$ cat src/rtl/instr_cache_pkg.sv
// Shared types and constants for the L0 instruction-cache line refill engine.
package instr_cache_pkg;

   localparam int WORD_W = 32;

   typedef enum logic [2:0] {
      IDLE  = 3'd0,
      REQ   = 3'd1,
      WAIT  = 3'd2,
      DONE  = 3'd3,
      ABORT = 3'd4
   } fetch_state_e;

   function automatic int tag_w(input int ram_width);
      return 30 - $clog2(ram_width / WORD_W);
   endfunction

endpackage

$ cat src/rtl/instr_cache_line_fetch.sv
// Refill engine: fetches one cache line word-by-word over a req/gnt/rvalid port.
// Optional critical-word-first ordering is enabled by defining INSTR_CACHE_CWF_EN.
module instr_cache_line_fetch
   import instr_cache_pkg::*;
#(
   parameter int RAM_WIDTH = 128,
   parameter int MEM_WIDTH = 32,
   localparam int WPL      = RAM_WIDTH / WORD_W,
   localparam int LOG2_WPL = $clog2(WPL),
   localparam int TAG_W    = tag_w(RAM_WIDTH)
) (
   input  logic                 clk,
   input  logic                 rst,
   input  logic                 soft_rst_i,
   input  logic                 miss_req_i,
   input  logic [31:0]          miss_addr_i,
   output logic                 busy_o,
   output logic                 mem_req_o,
   output logic [31:0]          mem_addr_o,
   input  logic                 mem_gnt_i,
   input  logic                 mem_rvalid_i,
   input  logic [MEM_WIDTH-1:0] mem_rdata_i,
   output logic                 line_valid_o,
   output logic [RAM_WIDTH-1:0] line_data_o,
   output logic [TAG_W-1:0]     line_tag_o
);

   localparam logic [LOG2_WPL-1:0] LAST_IDX = LOG2_WPL'(WPL - 1);

   fetch_state_e          state_q;
   logic                  busy_q, req_q, valid_q;
   logic [31:0]           addr_q;
   logic [RAM_WIDTH-1:0]  data_q;
   logic [TAG_W-1:0]      tag_q, line_tag_q;
   logic [LOG2_WPL-1:0]   idx_q, cnt_q;

   logic [TAG_W-1:0]      miss_tag_d;
   logic [LOG2_WPL-1:0]   start_idx_d, next_idx_d;
   logic                  unused_addr;

   assign miss_tag_d  = miss_addr_i[31:LOG2_WPL+2];
   assign unused_addr = ^miss_addr_i[LOG2_WPL+1:0];
`ifdef INSTR_CACHE_CWF_EN
   assign start_idx_d = miss_addr_i[LOG2_WPL+1:2];
`else
   assign start_idx_d = '0;
`endif
   // Word index wraps explicitly so non-power-of-two line sizes stay in range.
   assign next_idx_d  = (idx_q == LAST_IDX) ? '0 : idx_q + 1'b1;

   always_ff @(posedge clk) begin
      if (rst) begin
         state_q    <= IDLE;
         busy_q     <= 1'b0;
         req_q      <= 1'b0;
         valid_q    <= 1'b0;
         addr_q     <= '0;
         data_q     <= '0;
         tag_q      <= '0;
         line_tag_q <= '0;
         idx_q      <= '0;
         cnt_q      <= '0;
      end else begin
         valid_q <= 1'b0;
         case (state_q)
            IDLE: begin
               if (miss_req_i && !soft_rst_i) begin
                  tag_q   <= miss_tag_d;
                  idx_q   <= start_idx_d;
                  cnt_q   <= '0;
                  req_q   <= 1'b1;
                  addr_q  <= {miss_tag_d, start_idx_d, 2'b00};
                  busy_q  <= 1'b1;
                  state_q <= REQ;
               end
            end
            REQ: begin
               if (mem_gnt_i) begin
                  req_q   <= 1'b0;
                  state_q <= soft_rst_i ? ABORT : WAIT;
               end else if (soft_rst_i) begin
                  req_q   <= 1'b0;
                  busy_q  <= 1'b0;
                  state_q <= IDLE;
               end
            end
            WAIT: begin
               if (mem_rvalid_i) begin
                  // Flush landing on the data beat: the transaction is already drained.
                  if (soft_rst_i) begin
                     busy_q  <= 1'b0;
                     state_q <= IDLE;
                  end else begin
                     data_q[int'(idx_q)*WORD_W +: WORD_W] <= mem_rdata_i;
                     idx_q <= next_idx_d;
                     cnt_q <= cnt_q + 1'b1;
                     if (cnt_q == LAST_IDX) begin
                        line_tag_q <= tag_q;
                        valid_q    <= 1'b1;
                        state_q    <= DONE;
                     end else begin
                        req_q   <= 1'b1;
                        addr_q  <= {tag_q, next_idx_d, 2'b00};
                        state_q <= REQ;
                     end
                  end
               end else if (soft_rst_i) begin
                  state_q <= ABORT;
               end
            end
            DONE: begin
               busy_q  <= 1'b0;
               state_q <= IDLE;
            end
            ABORT: begin
               if (mem_rvalid_i) begin
                  busy_q  <= 1'b0;
                  state_q <= IDLE;
               end
            end
            default: begin
               busy_q  <= 1'b0;
               req_q   <= 1'b0;
               state_q <= IDLE;
            end
         endcase
      end
   end

   assign busy_o       = busy_q;
   assign mem_req_o    = req_q;
   assign mem_addr_o   = addr_q;
   assign line_valid_o = valid_q;
   assign line_data_o  = data_q;
   assign line_tag_o   = line_tag_q;

endmodule

$ cat config.mk
export PLATFORM = sky130hd
export DESIGN_NAME = instr_cache_line_fetch
export DESIGN_NICKNAME = d
export VERILOG_FILES = /design/src/rtl/instr_cache_pkg.sv /design/src/rtl/instr_cache_line_fetch.sv
export SDC_FILE = /design/constraint.sdc
export NUM_CORES = 1
export LEC_CHECK = 0
export ABC_CLOCK_PERIOD_IN_PS = 4000
export CAP_MARGIN = 20
export CORE_AREA = 2 2 133 135
export CTS_CLUSTER_SIZE = 30
export DETAILED_ROUTE_END_ITERATION = 12
export DIE_AREA = 0 0 135 137
export PLACE_DENSITY = 0.85
export SYNTH_ARGS = -nofsm -noshare
export SYNTH_HDL_FRONTEND = slang
export SYNTH_SLANG_ARGS = --single-unit
$ cat constraint.sdc
create_clock -name clk -period 4 [get_ports clk]
set_input_delay 0.8 -clock clk [delete_from_list [all_inputs] [get_ports clk]]
set_output_delay 0.8 -clock clk [all_outputs]
set_load 0.03 [all_outputs]
# After elaboration in Yosys (flattened, before gate mapping)
# Index checks and enable logic that the tools add are counted.
# word_totals
regBits	226
in_bits	70
out_inout_bits	191
word_cells	84
# classes
n_addsub	3
eq_ne	14
shift	2
muxes	37
n_bitwise	4
reduce_logical	14
# ops
op	n
$bwmux W128	1
$mux W32	4
$shift A32 B33 Y128 const A	1
$shiftx A32 B33 Y128	1
$pmux W32 S2	1
$neg A7 Y33	1
$mux W3	7
$mux W2	8
$reduce_and A4 Y1	4
$ne A2 B2 Y1 const B	6
$pmux W3 S4	1
$mux W1	11
$pmux W1 S4	2
$pmux W2 S2	2
$eq A3 B2 Y1 const B	2
$ne A3 B3 Y1 const B	2
$reduce_and A6 Y1	1
$reduce_and A5 Y1	1
$add A2 B1 Y2 const B	2
$eq A2 B2 Y1 const B	2
$not A1 Y1	4
$reduce_or A4 Y1	1
$eq A3 B1 Y1 const B	1
$eq A3 B3 Y1 const B	1
other kinds (7)	7

# Depth between registers and ports, before layout
# logic_depth
word_depth	6
ltp_mapped	8
mapped_depth_nobuf	6

# Least setup slack after synthesis
# No wires, ideal clock.
# synth_timing
path_type	input to register
start	input soft_rst_i
end	register tag_q[18]
setup_time_ns	0.070
t_arrival_ns	1.951
required_ns	3.930
setup_slack_ns	1.978
stages	7
path_buffers	3
path_cell_list	clkbuf_1 -> nor3_2 -> nor3b_1 -> buf_2 -> buf_2 -> nand2_1 -> a21oi_1
# synth_between
elab_chain_cells	3
# synth_rtl
element	line_no	text
from (decl)	instr_cache_line_fetch.sv:14	input logic soft_rst_i,
$logic_not A1 Y1	instr_cache_line_fetch.sv:67	if (miss_req_i && !soft_rst_i) begin
$logic_and A1 B1 Y1	instr_cache_line_fetch.sv:67	
$reduce_and A2 Y1 (no line)	-	
to (signal assigned)	instr_cache_line_fetch.sv:68	tag_q <= miss_tag_d;
to (decl)	instr_cache_line_fetch.sv:34	logic [TAG_W-1:0] tag_q, line_tag_q;
# No other way between the ends.
# A chain may end at the register's enable or synchronous reset.

# Worst setup path after layout
# layout_timing
start	input soft_rst_i
end	register data_q[122] (netlist: line_data_o[122])
# layout_between
elab_chain_cells	2
# layout_rtl
element	line_no	text
$not A1 Y1 (no line)	-	
$reduce_and A3 Y1 (no line)	-	
to (signal, indexed assignment)	instr_cache_line_fetch.sv:94	data_q[int'(idx_q)*WORD_W +: WORD_W] <= mem_rdata_i;
to (decl)	instr_cache_line_fetch.sv:33	logic [RAM_WIDTH-1:0] data_q;
# No other way between the ends.

==> results.json <==
{
  "async_flop_share_pct": 0,
  "die-width_um": 135,
  "synth_cell_types": 38,
  "timing_max_transition_violations_final": 0,
  "wire_per_inst_um": 17.5,
  "critPathArrivalTime_ps": 3040,
  "ys_ff_latch": 224,
  "yosysWarnings": 0,
  "met1Wirelength_um": 10200,
  "min_path_type": "flop to flop",
  "clkPwrFrac_pct": 37.4,
  "synth_area_leader_cell": "sky130_fd_sc_hd__dfxtp_1",
  "max_clock_freq_mhz": 373,
  "cts_root_buffer": "sky130_fd_sc_hd__clkbuf_16",
  "final-setup-viol-count": 0,
  "detailed_placement_hpwl_um": 16700,
  "largest_net_degree_at_the_start_of_global_routing": 100,
  "ctsResizeCount": 0,
  "worst_ep_required_time_ps": 4360,
  "netlist_top_cells_area": "sky130_fd_sc_hd__dfxtp_1 (52%), sky130_fd_sc_hd__a21oi_1 (11%), sky130_fd_sc_hd__nand2_1 (11%)",
  "max-slew-margin-rel_pct": 48.6,
  "fin_tns_setup_ps": 0,
  "p_comb_share_pct": 16.7,
  "finish.net_count": 1332,
  "grt_first_pass_wirelength_um": 40100,
  "number_of_buffers_added_for_setup_after_cts": 0,
  "p_seq_share_pct": 45.9,
  "core_area_um2": 17100,
  "dp.cells": 1455,
  "cts.clk_slew.worst_paths_ps": 60,
  "p_sw_share_pct": 27.6,
  "switching_power_mw": 1.45,
  "global_route.overflow_total": 0,
  "dr.pass1.iters": 5,
  "internal_power_mw": 3.81,
  "grt_util_all_layers_pct": 26.9,
  "rows": 48,
  "hold_violations": 0,
  "vias": 8243,
  "powerDensity_nw_per_um2": 442,
  "drc": 0,
  "yosys.cell_count.top_type": "sky130_fd_sc_hd__nand2_1",
  "synthesis.area_per_instance_um2": 8.24,
  "cts_buffer_depth": 3,
  "numPortBuffers": 254,
  "setup.worst_path.start_class": "primary input",
  "cp-end-kind": "flop",
  "drv.max_cap_violation_count": 0,
  "drive_above_1_share_pct": 5.46,
  "post-route-util_pct": 69.9,
  "type_of_the_worst_setup_path": "primary input to flop",
  "worst-r2r-cell-count": 6,
  "start_util_pct": 50.5,
  "crit_path_max_fanout": 19,
  "detail-route-antenna-nets": 0,
  "area.growth.synth_to_final_pct": 38.5,
  "rr_startpoint": "state_q[1]",
  "status": "finished, final reports clean",
  "tritoncts": "done",
  "clock_sinks": 224,
  "clock_latency_of_the_later_clocked_register_in_the_worst_skew_pair_ps": 500,
  "ys_seq_area_share_pct": 52.1,
  "holdPathStages": 2,
  "synth.cells.most_frequent": "sky130_fd_sc_hd__nand2_1 (246), sky130_fd_sc_hd__dfxtp_1 (224), sky130_fd_sc_hd__a21oi_1 (189)",
  "edff_count_synth": 0,
  "hold_path_startpoint": "line_data_o[76]",
  "wl_met2_um": 12500,
  "regToRegEndpoint": "line_data_o[122]",
  "detailedRoute.firstIterationViolations": 527,
  "regToRegSetupSlack_ps": 1700,
  "fp.dieArea_um2": 18500,
  "tightest_slew_ps": 771,
  "synthDominantCellAreaShare_pct": 52.1,
  "ys.flop_type": "sky130_fd_sc_hd__dfxtp_1",
  "fillerInstances": 1342,
  "routed-wl-met3_um": 2830,
  "pin_count": 261,
  "finalCriticalPeriod_ps": 2680,
  "n_diodes": 0,
  "route.top_layer_used": "met4",
  "die_height_um": 137,
  "unrepaired_setup_endpoints_after_global_routing": "no",
  "vias_in_the_first_global_route": 7691,
  "netlist_area_um2": 8610,
  "initial_antenna_violation_count": 0,
  "vdd_ir_drop_max_v": 0.000382,
  "finalWirelength_um": 26100,
  "gp_routability_congestion": 0.859,
  "cts-hold-fix-buffers": 0,
  "viasPerCell": 5.54,
  "final.period_utilization_pct": 67.0,
  "clock_buffers_created_by_tritoncts": 23,
  "syn_inst": 1044,
  "h-tree-depth": 1,
  "total_leakage_power_nw": 3.93,
  "final_cells": 1489,
  "skew_ps": 15.4,
  "hold_end": "line_data_o[76]"
}
==> metal layers <==
metal  up-vias  global-route usage, %
met1      3858                   32.5
li1       3948                      -
met5         -                      0
met3        47                   8.67
met2       390                   45.6
met4         0                   8.33
==> critical path, stage by stage <==
cell                              delay, ps
sky130_fd_sc_hd__clkdlybuf4s50_1        650
sky130_fd_sc_hd__nand2b_1               310
sky130_fd_sc_hd__nor3_4                 270
sky130_fd_sc_hd__nand2_1                450
sky130_fd_sc_hd__buf_4                  380
sky130_fd_sc_hd__nand2_1                100
sky130_fd_sc_hd__a21oi_1                 70
==> registers in the layout (all words and copies together) (netlist names) <==
signal and count:
busy_o 1, mem_req_o 1, line_valid_o 1, state_q 3
line_tag_o 28, cnt_q 2, mem_addr_o 30, idx_q 2
line_data_o 128, tag_q 28
==> cell families after synthesis <==
logic type / share of synthesized area [%]
flip-flops: 52.1
adder cells (fa/ha/maj): 1.02
other: 0.0436
AO/OA/AOI/OAI: 14.7
multiplexers: 3.95
AND/OR/NAND/NOR: 23.1
buffers and inverters: 5.06
==> stage by stage <==
stage	setup slack, ps	area, um2	hold slack [ps]	power (mW)
after floorplan	1980	8610	445	3.00
after global placement	894	11200	437	3.32
after detailed placement	808	11200	442	3.33
after CTS	1340	11900	450	5.29
after global routing	1130	11900	466	5.45
final	1320	11900	448	5.26
==> cells in the final DEF (no fill, tap or decap), types with 2 or more instances in the layout <==
cell and n:
sky130_fd_sc_hd__clkdlybuf4s50_1 253, sky130_fd_sc_hd__nand2_1 246, sky130_fd_sc_hd__dfxtp_1 224, sky130_fd_sc_hd__a21oi_1 189, sky130_fd_sc_hd__nand3_1 129, sky130_fd_sc_hd__nor2_1 42, sky130_fd_sc_hd__mux2i_1 34, sky130_fd_sc_hd__a211oi_1 30
sky130_fd_sc_hd__clkbuf_16 23, sky130_fd_sc_hd__buf_4 23, sky130_fd_sc_hd__ha_1 7, sky130_fd_sc_hd__and2_1 6, sky130_fd_sc_hd__nor2b_1 5, sky130_fd_sc_hd__clkbuf_8 5, sky130_fd_sc_hd__nor3b_2 4, sky130_fd_sc_hd__inv_1 3
sky130_fd_sc_hd__nand2b_1 3, sky130_fd_sc_hd__nand3b_1 3, sky130_fd_sc_hd__clkinv_2 3, sky130_fd_sc_hd__nor3_2 2, sky130_fd_sc_hd__nor3_1 2, sky130_fd_sc_hd__o311ai_0 2, sky130_fd_sc_hd__o21ai_0 2, sky130_fd_sc_hd__conb_1 2
sky130_fd_sc_hd__clkbuf_1 2
==> worst max path at each step <==
stage | startpoint | cells after the start | slack, ps | endpoint
floorplan | soft_rst_i | 7 | 1980 | tag_q[18]
global placement | soft_rst_i | 7 | 890 | line_data_o[124]
detailed placement | soft_rst_i | 7 | 810 | line_data_o[120]
CTS | soft_rst_i | 7 | 1340 | line_data_o[120]
global route | soft_rst_i | 7 | 1130 | line_data_o[113]
finish | soft_rst_i | 7 | 1320 | line_data_o[122]
==> layout make-up <==
class                   count  area [um2]  share of cell area [%]
multi-input cells         725        3730                    31.3
repair buffers            278        2740                    23.0
inverters                   3        11.3                  0.0945
well taps                 225         282                    2.36
flip-flops and latches    224        4480                    37.6
clock buffers              30         652                    5.47
clock inverters             4        22.5                   0.189
==> power groups by stage <==
stage	registers [mW]	logic [mW]	clock network [mW]
global route	2.43	0.945	2.07
finish	2.42	0.880	1.97
CTS	2.41	0.879	2.00
floorplan	2.56	0.444	0
detailed placement	2.46	0.870	0
global placement	2.46	0.859	0
No activity file was read; power rests on OpenSTA's default activity.
